[config.mk]
export PLATFORM = sky130hd
export DESIGN_NAME = rpn_stack_engine
export DESIGN_NICKNAME = d
export VERILOG_FILES = /design/src/rtl/rpn_stack_engine.sv
export SDC_FILE = /design/constraint.sdc
export NUM_CORES = 1
export LEC_CHECK = 0
export ABC_AREA = 1
export CAP_MARGIN = 30
export CORE_MARGIN = 10
export CORE_UTILIZATION = 48
export DETAILED_ROUTE_END_ITERATION = 7
export DONT_BUFFER_PORTS = 1
export GPL_TIMING_DRIVEN = 0
export PLACE_DENSITY = 0.72
export SYNTH_ARGS = -nofsm -noshare
export SYNTH_HDL_FRONTEND = slang
export SYNTH_SLANG_ARGS = --single-unit
[constraint.sdc]
create_clock -name CLOCK_50 -period 5.3 [get_ports CLOCK_50]
set_input_delay 0.795 -clock CLOCK_50 [delete_from_list [all_inputs] [get_ports CLOCK_50]]
set_output_delay 0.795 -clock CLOCK_50 [all_outputs]
set_load 0.1 [all_outputs]
[src/rtl/rpn_stack_engine.sv]
// rpn_stack_engine: operand stack and pop-pop-compute-push sequencer for the
// RPN calculator. Accepts entry-stage commands over a valid/ready handshake and
// presents top-of-stack, depth and sticky error status to the display logic.
// Optional divider: define RPN_STACK_DIV_EN to build opcode 110 (unsigned DIV);
// without it opcode 110 is rejected as an illegal op.
module rpn_stack_engine #(
    parameter int DATA_W = 8,
    parameter int DEPTH  = 8
) (
    input  logic                       CLOCK_50,
    input  logic                       reset,
    input  logic                       cmd_valid,
    output logic                       cmd_ready,
    input  logic [2:0]                 cmd_op,
    input  logic [DATA_W-1:0]          cmd_data,
    output logic [DATA_W-1:0]          tos,
    output logic [$clog2(DEPTH+1)-1:0] depth,
    output logic                       empty,
    output logic                       full,
    output logic                       err,
    output logic [1:0]                 err_code
);

    localparam int DW = $clog2(DEPTH + 1);
    localparam int AW = $clog2(DEPTH);

    typedef enum logic [1:0] {IDLE, FETCH, EXEC, WB} state_t;

    typedef enum logic [2:0] {
        OP_PUSH  = 3'b000,
        OP_ADD   = 3'b001,
        OP_SUB   = 3'b010,
        OP_MUL   = 3'b011,
        OP_DUP   = 3'b100,
        OP_DROP  = 3'b101,
        OP_DIV   = 3'b110,
        OP_CLEAR = 3'b111
    } op_t;

    typedef enum logic [1:0] {
        ERR_NONE    = 2'b00,
        ERR_UNDER   = 2'b01,
        ERR_OVER    = 2'b10,
        ERR_ILLEGAL = 2'b11
    } err_t;

    logic [DATA_W-1:0] mem [DEPTH];

    state_t            state;
    op_t               op_in;
    op_t               op_q;
    logic [DW-1:0]     sp;
    logic [DATA_W-1:0] a_q;
    logic [DATA_W-1:0] b_q;
    logic [DATA_W-1:0] r_q;
    logic              div0_q;
    err_t              err_q;

    logic              accept;
    logic              sp_empty;
    logic              sp_full;
    logic              sp_ge2;
    logic              acc_err;
    err_t              acc_code;
    logic [DATA_W-1:0] rd_top;
    logic [DATA_W-1:0] rd_next;

    logic              mem_we;
    logic [AW-1:0]     mem_waddr;
    logic [DATA_W-1:0] mem_wdata;

    assign op_in    = op_t'(cmd_op);
    assign accept   = (state == IDLE) && cmd_valid && cmd_ready;
    assign sp_empty = (sp == '0);
    assign sp_full  = (sp == DW'(DEPTH));
    assign sp_ge2   = (sp >= DW'(2));
    assign rd_top   = mem[AW'(sp - DW'(1))];
    assign rd_next  = mem[AW'(sp - DW'(2))];

    assign depth    = sp;
    assign empty    = sp_empty;
    assign full     = sp_full;
    assign err_code = err_q;

    // Classify the command being accepted: any error found here blocks it entirely
    always_comb begin
        acc_err  = 1'b0;
        acc_code = ERR_NONE;
        if (accept) begin
            case (op_in)
                OP_PUSH: begin
                    if (sp_full) begin
                        acc_err  = 1'b1;
                        acc_code = ERR_OVER;
                    end
                end
                OP_DUP: begin
                    if (sp_empty) begin
                        acc_err  = 1'b1;
                        acc_code = ERR_UNDER;
                    end else if (sp_full) begin
                        acc_err  = 1'b1;
                        acc_code = ERR_OVER;
                    end
                end
                OP_DROP: begin
                    if (sp_empty) begin
                        acc_err  = 1'b1;
                        acc_code = ERR_UNDER;
                    end
                end
                OP_ADD, OP_SUB, OP_MUL: begin
                    if (!sp_ge2) begin
                        acc_err  = 1'b1;
                        acc_code = ERR_UNDER;
                    end
                end
                OP_DIV: begin
`ifdef RPN_STACK_DIV_EN
                    if (!sp_ge2) begin
                        acc_err  = 1'b1;
                        acc_code = ERR_UNDER;
                    end
`else
                    acc_err  = 1'b1;
                    acc_code = ERR_ILLEGAL;
`endif
                end
                default: ;
            endcase
        end
    end

    // Stack RAM write port: PUSH/DUP at acceptance, binary result in WB
    always_comb begin
        mem_we    = 1'b0;
        mem_waddr = '0;
        mem_wdata = '0;
        if (accept && !acc_err && (op_in == OP_PUSH)) begin
            mem_we    = 1'b1;
            mem_waddr = AW'(sp);
            mem_wdata = cmd_data;
        end else if (accept && !acc_err && (op_in == OP_DUP)) begin
            mem_we    = 1'b1;
            mem_waddr = AW'(sp);
            mem_wdata = tos;
        end else if ((state == WB) && !div0_q) begin
            mem_we    = 1'b1;
            mem_waddr = AW'(sp - DW'(2));
            mem_wdata = r_q;
        end
    end

    // Stack RAM storage; contents are don't-care after reset, and the write is
    // gated so an asynchronous reset cannot land a partial result
    always_ff @(posedge CLOCK_50) begin
        if (mem_we && !reset) begin
            mem[mem_waddr] <= mem_wdata;
        end
    end

    // Sequencer FSM with stack pointer, top-of-stack and sticky error registers
    always_ff @(posedge CLOCK_50 or posedge reset) begin
        if (reset) begin
            state     <= IDLE;
            sp        <= '0;
            tos       <= '0;
            err       <= 1'b0;
            err_q     <= ERR_NONE;
            cmd_ready <= 1'b1;
            op_q      <= OP_ADD;
            a_q       <= '0;
            b_q       <= '0;
            r_q       <= '0;
            div0_q    <= 1'b0;
        end else begin
            case (state)
                IDLE: begin
                    if (accept) begin
                        op_q   <= op_in;
                        div0_q <= 1'b0;
                        if (acc_err) begin
                            if (!err) begin
                                err   <= 1'b1;
                                err_q <= acc_code;
                            end
                        end else begin
                            case (op_in)
                                OP_PUSH: begin
                                    sp  <= sp + DW'(1);
                                    tos <= cmd_data;
                                end
                                OP_DUP: begin
                                    sp <= sp + DW'(1);
                                end
                                OP_DROP: begin
                                    sp  <= sp - DW'(1);
                                    tos <= sp_ge2 ? rd_next : '0;
                                end
                                OP_CLEAR: begin
                                    sp    <= '0;
                                    tos   <= '0;
                                    err   <= 1'b0;
                                    err_q <= ERR_NONE;
                                end
                                default: begin
                                    state     <= FETCH;
                                    cmd_ready <= 1'b0;
                                end
                            endcase
                        end
                    end
                end
                FETCH: begin
                    b_q   <= rd_top;
                    a_q   <= rd_next;
                    state <= EXEC;
                end
                EXEC: begin
                    case (op_q)
                        OP_ADD: r_q <= a_q + b_q;
                        OP_SUB: r_q <= a_q - b_q;
                        OP_MUL: r_q <= a_q * b_q;
`ifdef RPN_STACK_DIV_EN
                        OP_DIV: begin
                            if (b_q == '0) begin
                                div0_q <= 1'b1;
                                if (!err) begin
                                    err   <= 1'b1;
                                    err_q <= ERR_ILLEGAL;
                                end
                            end else begin
                                r_q <= a_q / b_q;
                            end
                        end
`endif
                        default: r_q <= '0;
                    endcase
                    state <= WB;
                end
                WB: begin
                    if (!div0_q) begin
                        sp  <= sp - DW'(1);
                        tos <= r_q;
                    end
                    state     <= IDLE;
                    cmd_ready <= 1'b1;
                end
                default: begin
                    state     <= IDLE;
                    cmd_ready <= 1'b1;
                end
            endcase
        end
    end

endmodule

==> results.cfg <==
[critical_path]
rr_worst_depth = 12
critical_path_class = reg2reg
cp.arrival_ns = 4.06
crit_path_end_kind = flop
cpPeakStageDelay_ns = 0.84
cp_slowest_cell = o221ai_1
timing.rr.start = depth[0]
cpLargestDelayFamily = buffers and inverters
cp-start-kind = flop
required_ns = 5.31
cpMostUsedCell = clkbuf_1
cp-startpoint = depth[0]
path_buf_inv = 4
path_depth = 12
worst-path-max-fanout = 11
cp_cell_sequence = clkinv_1 -> clkbuf_1 -> clkbuf_1 -> ha_1 -> nor2_1 -> nand3_1 -> nand2_1 -> nand2_4 -> nand4_2 -> nor2_2 -> inv_1 -> o221ai_1

[routing]
firstDrtPassIters = 6
routed_wl_mm = 19.6
route.detailed.drc = 0
vias = 6142
drt-initial-drc-count = 734
viasPerCell = 5.62
antenna_left = 0
avgRoutedWirePerCell_um = 17.9

[timing]
rsz0062_at_grt = false
max_freq_mhz = 247
fin_crit_ns = 4.04
setup_tns_ns = 0
hold_viol = 0
post-route-period-util = 0.762
worst_pin_slew_ns = 1.06
fin_ws_ns = 1.26
setup-violations-final = 0
fin_skew_ns = 0.0148
drv_slew = 0
relSlewSlack = 0.293

[clocking]
cts_resized = 0
cts.root.buffer_cell = clkbuf_16
ctsHoldBuffers = 0
cts_buffers = 9
h-tree-depth = 3
insertion_delay_ns = 0.37
postCtsSetupRepairBufs = 0
cts_tree = done
ctsLongestPathBuffers = 2
cts.sinks = 109
path_clk_slew_ns = 0.08

[die]
io-pin-count = 32
rows = 44
die_w_um = 142
initial_utilization = 0.493
dieArea_um2 = 20300
die_y_um = 142
coreArea_um2 = 14600

[logic_synthesis]
synth_nets = 947
mappedNetlistArea_um2 = 7190
synth_flop_cell = edfxtp_1
yosys_register_bits = 109
synth-edff-count = 64
yosysWarnings = 0
yosysTopAreaCell = edfxtp_1
synth.top_cell.area_share = 0.267
synth.avg_cell_area_um2 = 8.13
async_reset_ff_frac = 0.413
synth_area_leaders = edfxtp_1, dfrtp_1, nand2_1
ys_types = 44
seq_area_frac_synth = 0.424
syn_inst = 884

[global_route]
grt_max_degree = 36
grt_use_total = 0.193
grt_pass1_wl_mm = 30.8
grt.overflow.total = 0
grt_pass1_vias = 5790
antenna_found_initial = 0

[cells_and_area]
nets = 966
diodes = 0
final_cell_mix = nand2_1, inv_1, o21ai_0, nor2_1, edfxtp_1
area_delta_synth_final_pct = 9.84
final_common_cell = nand2_1
finish.utilization = 0.541
layout-drive-gt1-share = 0.0738
fin_cells = 1092

[run_status]
status = completed

[place]
post-place-ws_ns = 1.41
gp_congestion = 0.949
port_buffers = 0
dp_hpwl_mm = 15.0
dp.cells = 1075

[flow_run]
max-cap-violations = 0

[min_path]
hold_path.class = in2async
[final cells by class]
cell class	count	area [um^2]
buffer	35	153
inverter	146	548
tap	184	230
fill	1364	6700
timing repair buffer	8	180
clock inverter	7	63.8
sequential	109	3050
clock buffer	9	225
multi-input combinational	594	3440
[synth_stat cells (9+ instances only)]
| cell type | instances |
|---|---|
| edfxtp_1 | 64 |
| o211ai_1 | 19 |
| inv_1 | 140 |
| o31ai_1 | 10 |
| dfrtp_1 | 43 |
| xor2_1 | 9 |
| a21oi_1 | 56 |
| buf_2 | 11 |
| ha_1 | 36 |
| nor2_1 | 65 |
| nand2_1 | 176 |
| o21ai_0 | 89 |
| a31oi_1 | 12 |
| nand3_1 | 57 |
| fa_1 | 13 |
| clkbuf_1 | 19 |
[final timing paths]
kind | end | slack (ns)
max reg2reg | mem[1][7] | 1.26
min reg2reg | op_q[1] | 0.56
min in group CLOCK_50 | op_q[1] | 0.56
max | mem[1][7] | 1.26
min | tos[7] | 0.25
max in group asynchronous | cmd_ready | 4.51
[routing by layer]
metal | up-vias | wire length, um | GRT usage
met3 | 39 | 1390 | 0.0447
met4 | 0 | 616 | 0.0708
met2 | 247 | 9200 | 0.306
li1 | 2963 | - | -
met1 | 2893 | 8360 | 0.250
met5 | - | 0 | 0
[cell families after synthesis]
logic type      after synthesis  share of synthesized area
simple gates                322                      0.195
compound gates              210                      0.169
buf+inv                     181                     0.0975
flops                       109                      0.424
fa+ha+maj                    49                     0.0989
xor+xnor                     13                     0.0158
[registers in the layout (all words and copies together) (netlist names), 2 cells and up]
register / cells
a_q: 8
depth: 4
tos: 8
err_code: 2
r_q: 8
op_q: 3
mem: 64
b_q: 8
state: 2
[stage by stage]
stage	area [um^2]	hold slack (ns)
floorplan	7190	0.449
global placement	7420	0.503
detailed placement	7580	0.539
CTS	7870	0.262
global route	7890	0.267
finish	7890	0.252
Power is left out: the tool's default activity adds up to more than one toggle a clock period on the data nets, which glitch-free logic cannot reach.
